===== src/rtl/imm_pkg.sv =====
// Shared definitions for the immediate field encoder: select codes, field
// geometry per format and the encoder FSM state type.
package imm_pkg;

  localparam int unsigned SEL_W   = 2;
  localparam int unsigned VALUE_W = 64;
  localparam int unsigned WORD_W  = 32;
  localparam int unsigned POS_W   = 5;
  localparam int unsigned COUNT_W = 16;

  localparam logic [SEL_W-1:0] SEL_ALU   = 2'b00;
  localparam logic [SEL_W-1:0] SEL_DT    = 2'b01;
  localparam logic [SEL_W-1:0] SEL_SHAMT = 2'b10;
  localparam logic [SEL_W-1:0] SEL_CBR   = 2'b11;

  localparam logic [POS_W-1:0] FIELD_LSB_ALU   = 5'd10;
  localparam logic [POS_W-1:0] FIELD_LSB_DT    = 5'd12;
  localparam logic [POS_W-1:0] FIELD_LSB_SHAMT = 5'd10;
  localparam logic [POS_W-1:0] FIELD_LSB_CBR   = 5'd5;

  localparam logic [POS_W-1:0] FIELD_W_ALU   = 5'd12;
  localparam logic [POS_W-1:0] FIELD_W_DT    = 5'd9;
  localparam logic [POS_W-1:0] FIELD_W_SHAMT = 5'd6;
  localparam logic [POS_W-1:0] FIELD_W_CBR   = 5'd19;

  typedef enum logic [1:0] {
    IDLE  = 2'd0,
    CHECK = 2'd1,
    WRITE = 2'd2,
    ERR   = 2'd3
  } state_t;

  function automatic logic [POS_W-1:0] field_lsb(input logic [SEL_W-1:0] sel);
    case (sel)
      SEL_ALU:   return FIELD_LSB_ALU;
      SEL_DT:    return FIELD_LSB_DT;
      SEL_SHAMT: return FIELD_LSB_SHAMT;
      default:   return FIELD_LSB_CBR;
    endcase
  endfunction

  function automatic logic [POS_W-1:0] field_w(input logic [SEL_W-1:0] sel);
    case (sel)
      SEL_ALU:   return FIELD_W_ALU;
      SEL_DT:    return FIELD_W_DT;
      SEL_SHAMT: return FIELD_W_SHAMT;
      default:   return FIELD_W_CBR;
    endcase
  endfunction

endpackage


===== src/rtl/imm_field_pack.sv =====
// Combinational fit check and field insertion: a value fits when it equals the
// sign extension of its own low `width` bits; the field then replaces base bits.
module imm_field_pack
  import imm_pkg::*;
(
  input  logic [SEL_W-1:0]   sel,
  input  logic [WORD_W-1:0]  base,
  input  logic [VALUE_W-1:0] value,
  output logic               fits,
  output logic [WORD_W-1:0]  word
);

  logic [POS_W-1:0]          lsb;
  logic [POS_W-1:0]          width;
  logic [6:0]                shamt;
  logic signed [VALUE_W-1:0] shifted;
  logic signed [VALUE_W-1:0] extended;
  logic [WORD_W-1:0]         mask;

  always_comb begin
    lsb      = field_lsb(sel);
    width    = field_w(sel);
    shamt    = 7'(VALUE_W) - 7'(width);
    // Round trip through sign extension of the low `width` bits.
    shifted  = $signed(value) <<< shamt;
    extended = shifted >>> shamt;
    fits     = (extended == $signed(value));
    mask     = ((32'd1 << width) - 32'd1) << lsb;
    word     = (base & ~mask) | ((value[WORD_W-1:0] << lsb) & mask);
  end

endmodule


===== src/rtl/imm_field_encoder.sv =====
// Program-loader immediate encoder: captures a request, checks the value fits
// the selected field, then writes the packed word or rejects and counts it.
module imm_field_encoder
  import imm_pkg::*;
#(
  parameter int unsigned ADDR_W = 10
) (
  input  logic                clk,
  input  logic                reset,
  input  logic                in_valid,
  output logic                in_ready,
  input  logic [SEL_W-1:0]    in_sel,
  input  logic [WORD_W-1:0]   in_base,
  input  logic [VALUE_W-1:0]  in_value,
  input  logic [ADDR_W-1:0]   in_addr,
  output logic                mem_we,
  output logic [ADDR_W-1:0]   mem_addr,
  output logic [WORD_W-1:0]   mem_wdata,
  input  logic                mem_ack,
  output logic                err_valid,
  output logic [COUNT_W-1:0]  err_count,
  output logic                busy
);

  state_t              state;
  state_t              state_next;
  logic [SEL_W-1:0]    sel_q;
  logic [WORD_W-1:0]   base_q;
  logic [VALUE_W-1:0]  value_q;
  logic [ADDR_W-1:0]   addr_q;
  logic                fits_c;
  logic [WORD_W-1:0]   word_c;
  logic                in_ready_c;
  logic                busy_c;
  logic                mem_we_c;
  logic                err_valid_c;

  imm_field_pack u_pack (
    .sel   (sel_q),
    .base  (base_q),
    .value (value_q),
    .fits  (fits_c),
    .word  (word_c)
  );

  always_ff @(posedge clk) begin
    if (reset) state <= IDLE;
    else       state <= state_next;
  end

  // Next state plus the registered outputs decoded from it.
  always_comb begin
    state_next  = state;
    case (state)
      IDLE:    if (in_valid) state_next = CHECK;
      CHECK:   state_next = fits_c ? WRITE : ERR;
      WRITE:   if (mem_ack) state_next = IDLE;
      ERR:     state_next = IDLE;
      default: state_next = IDLE;
    endcase
    in_ready_c  = (state_next == IDLE);
    busy_c      = (state_next != IDLE);
    mem_we_c    = (state_next == WRITE);
    err_valid_c = (state_next == ERR);
  end

  always_ff @(posedge clk) begin
    if (reset) begin
      in_ready  <= 1'b1;
      busy      <= 1'b0;
      mem_we    <= 1'b0;
      err_valid <= 1'b0;
      mem_addr  <= '0;
      mem_wdata <= '0;
      err_count <= '0;
    end else begin
      in_ready  <= in_ready_c;
      busy      <= busy_c;
      mem_we    <= mem_we_c;
      err_valid <= err_valid_c;
      if (state == CHECK && fits_c) begin
        mem_addr  <= addr_q;
        mem_wdata <= word_c;
      end
      if (state == ERR && err_count != '1) err_count <= err_count + 16'd1;
    end
  end

  // Request capture; inputs are only looked at while idle.
  always_ff @(posedge clk) begin
    if (reset) begin
      sel_q   <= '0;
      base_q  <= '0;
      value_q <= '0;
      addr_q  <= '0;
    end else if (state == IDLE && in_valid) begin
      sel_q   <= in_sel;
      base_q  <= in_base;
      value_q <= in_value;
      addr_q  <= in_addr;
    end
  end

endmodule


===== config.mk =====
export PLATFORM = sky130hd
export DESIGN_NAME = imm_field_encoder
export DESIGN_NICKNAME = d
export VERILOG_FILES = /design/src/rtl/imm_pkg.sv /design/src/rtl/imm_field_pack.sv /design/src/rtl/imm_field_encoder.sv
export SDC_FILE = /design/constraint.sdc
export NUM_CORES = 1
export LEC_CHECK = 0
export BUFFER_PORTS_ARGS = -buffer_cell sky130_fd_sc_hd__buf_2
export CAP_MARGIN = 30
export CORE_MARGIN = 2
export CORE_UTILIZATION = 47
export CTS_CLUSTER_SIZE = 20
export DETAILED_ROUTE_END_ITERATION = 7
export HOLD_SLACK_MARGIN = 0.05
export PLACE_DENSITY = 0.76
export SLEW_MARGIN = 20
export SYNTH_ARGS = -nofsm -noshare
export SYNTH_HDL_FRONTEND = slang
export SYNTH_SLANG_ARGS = --single-unit
export TNS_END_PERCENT = 30

===== constraint.sdc =====
create_clock -name clk -period 7.8 [get_ports clk]
set_clock_uncertainty 0.1 [all_clocks]
set_input_delay 2.34 -clock clk [delete_from_list [all_inputs] [get_ports clk]]
set_output_delay 2.34 -clock clk [all_outputs]
set_load 0.1 [all_outputs]

==> results.py <==
metrics = {
    "outcome": {
        "status": "complete, no violations",
    },
    "floorplan": {
        "start_util_pct": 47.7,
        "boundaryPins": 174,
        "die_area_um2": 30500,
        "core-area_um2": 28700,
        "rows": 62,
        "die_y_um": 175,
        "die_x_um": 175,
    },
    "timing": {
        "worst_pin_slew_ps": 1200,
        "min_period_over_period_pct": 92.8,
        "fin_setup_tns_ps": 0,
        "slew_viol_final": 0,
        "max_slew_margin_pct": 19.4,
        "hold_viol": 0,
        "finalCriticalPeriod_ps": 7240,
        "fmax_mhz": 138,
        "rsz0062_at_grt": "false",
        "setup_viol_count_final": 0,
    },
    "setup_path": {
        "endpoint_kind": "flop",
        "arrival_ps": 7470,
        "crit_family": "compound AO/OA/AOI/OAI gates",
        "critical_path.cell_chain": "inv_1, ha_4, buf_12, nor2_1, a222oi_1, buf_4, nor2_1, a2111oi_0, a221oi_1, nor4_1, nor2_1, a221o_1, a211oi_1, nand4_1, a2111oi_2, nand2_4, mux2_4",
        "critPathBufInv": 3,
        "crit_type": "flop to flop",
        "slowest_stage": "nor4_1",
        "crit_required_ps": 8030,
        "startpoint_type": "flop",
        "slowest_delay_ps": 1040,
        "cp_max_fo": 64,
        "cp_common_cell": "nor2_1",
    },
    "routing": {
        "wl_met1_um": 25300,
        "dr_wl_met2_um": 27500,
        "wl_met3_um": 7270,
        "vias": 15708,
        "routed_wl_um": 64100,
        "firstDrtPassIters": 7,
        "vias_per_cell": 6.78,
        "wl_per_cell_um": 27.7,
        "top_layer": "met5",
        "drc_errors": 0,
        "initialDrtViolationCount": 2643,
        "ant_nets": 0,
    },
    "clocking": {
        "cts_sinks": 169,
        "ctsHoldBuffers": 0,
        "htreeDepth": 4,
        "clkTransAtPathRegs_ps": 80,
        "numCtsBuffers": 17,
        "post-cts-setup-buffers": 0,
        "clock-root-buffer": "clkbuf_16",
        "cts.path.max_buffers": 2,
        "clock_latency_ps": 440,
        "cts_tree": "yes",
        "cts_resized": 0,
    },
    "logic_synthesis": {
        "synth_top_cell_by_area": "dfxtp_1",
        "synth-seq-area-share_pct": 24.7,
        "syn_area_per_cell_um2": 7.45,
        "yosysMostFrequentCell": "nand2_1",
        "synth_cell_types": 101,
        "yosysTopAreaCellShare_pct": 24.7,
        "synth_seq_cells": 169,
        "synthFlopType": "dfxtp_1",
        "synth_top_cells_by_count": "327 x nand2_1, 174 x a21oi_1, 169 x dfxtp_1",
        "ys.warnings.count": 0,
        "async_flop_share_pct": 0,
        "syn_inst": 1835,
        "synth_area_um2": 13700,
        "synthTopCellsByArea": "dfxtp_1 25%, nand2_1 9.0%, mux2i_1 6.6%",
        "syn_nets": 1958,
        "synth-edff-count": 0,
    },
    "global_routing": {
        "grt_usage_pct": 40.9,
        "grt_pass1_wl_um": 94300,
        "grt_pass1_vias": 14800,
        "antenna_found_initial": 1,
        "grt.overflow.total": 0,
        "grt_max_degree": 106,
    },
    "cells_and_area": {
        "instances_no_fill": 2317,
        "drive_above_1_share_pct": 19.7,
        "syn_to_final_growth_pct": 13.1,
        "final_nets": 2043,
    },
    "power_and_ir_drop": {
        "vdd_ir_drop_max_mv": 0.134,
        "power_density_nw_per_um2": 178,
        "pwr-share-clk_pct": 30.3,
        "switchingPower_uw": 1100,
        "p_int_uw": 1660,
        "p_seq_share_pct": 35.0,
        "leakage_uw": 0.00583,
        "swShare_pct": 40.0,
        "pwr-share-comb_pct": 34.7,
    },
    "placed_design": {
        "hpwlAfterDp_um": 47400,
        "io_buffers": 170,
        "dpl.cell_count": 2283,
        "place_congestion": 1.04,
    },
    "min_path": {
        "hold_class": "flop to flop",
    },
    "run": {
        "cap_violations": 0,
    },
}
-- layer usage --
layer	global-route usage, %	vias to the layer above
li1	-	6933
met1	53.2	7450
met2	63.1	1078
met3	9.20	245
met4	22.2	2
met5	0	-
-- cell usage in the layout (no fill, tap or decap), types with 30 or more instances in the layout --
cell      count
a211oi_1     36
mux2i_1      90
nand3_1      50
buf_2       169
nand2b_1     44
nand2_1     326
nor2_1      143
buf_4        58
a21oi_1     174
nor3_1       57
dfxtp_1     169
nor2b_1      31
o21ai_0      43
mux2_2       30
nand4_1      36
-- area by class of cell --
class / instances / area, um2
Antenna cell: 1 / 2.50
Timing Repair Buffer: 235 / 1440
Sequential cell: 169 / 3380
Fill cell: 2730 / 13200
Tap cell: 384 / 480
Multi-Input combinational cell: 1481 / 9520
Clock buffer: 17 / 425
Inverter: 16 / 60.1
Clock inverter: 14 / 151
-- power by group through the flow --
stage	clock [uW]	combinational, uW	sequential (uW)
finish	837	957	966
detailed placement	0	904	981
CTS	843	907	961
global placement	0	905	979
floorplan	0	601	950
global route	878	994	967
-- metrics by stage --
| step | setup slack, ps | power, uW | hold WS, ps | util (%) | instance area, um2 |
|---|---|---|---|---|---|
| 2_1_floorplan | 1950 | 1550 | 336 | - | 13700 |
| 3_3_place_gp | 1060 | 1880 | 343 | 51.6 | 14800 |
| 3_5_place_dp | 961 | 1880 | 347 | 51.8 | 14900 |
| 4_1_cts | 959 | 2710 | 357 | 53.8 | 15400 |
| 5_1_grt | 513 | 2840 | 381 | 53.9 | 15500 |
| 6_report | 564 | 2760 | 355 | 53.9 | 15500 |
-- worst paths after layout --
check | from | endpoint | slack [ps] | cells after the start
max | sel_q[1]$_SDFFE_PP0P_ | mem_wdata[16]$_SDFFE_PP0P_ | 560 | 17
min | base_q[22]$_SDFFE_PP0P_ | base_q[22]$_SDFFE_PP0P_ | 360 | 2
max reg2reg | sel_q[1]$_SDFFE_PP0P_ | mem_wdata[16]$_SDFFE_PP0P_ | 560 | 17
min reg2reg | base_q[22]$_SDFFE_PP0P_ | base_q[22]$_SDFFE_PP0P_ | 360 | 2
-- sequential cells by signal, summed over array words and instances (netlist names) --
name and cells:
mem_we 1, busy 1, mem_addr 10, base_q 29, addr_q 10, state 2
err_valid 1, sel_q 2, value_q 64, err_count 16, mem_wdata 32, in_ready 1
-- worst register-to-register path: cells and delay by family, from the launching register on --
family	cells	cell delay, ps
and+or+nand+nor	6	2060
buffers and inverters	3	780
muxes	1	450
AOI/OAI and AO/OA	6	2380
adders and majority gates	1	910
DFF	1	440
-- cell families (layout without fill, tap and decap cells) --
family,after synthesis,in the layout,synth area share [%]
AND/OR/NAND/NOR,802,802,27.9
AO/OA/AOI/OAI,491,491,24.7
buffers and inverters,185,282,5.92
flip-flops,169,169,24.7
multiplexers,158,158,14.5
XOR/XNOR,19,19,1.22
adder cells (fa/ha/maj),11,11,1.01
other,0,1,0
Power figures use the tool's default switching activity.
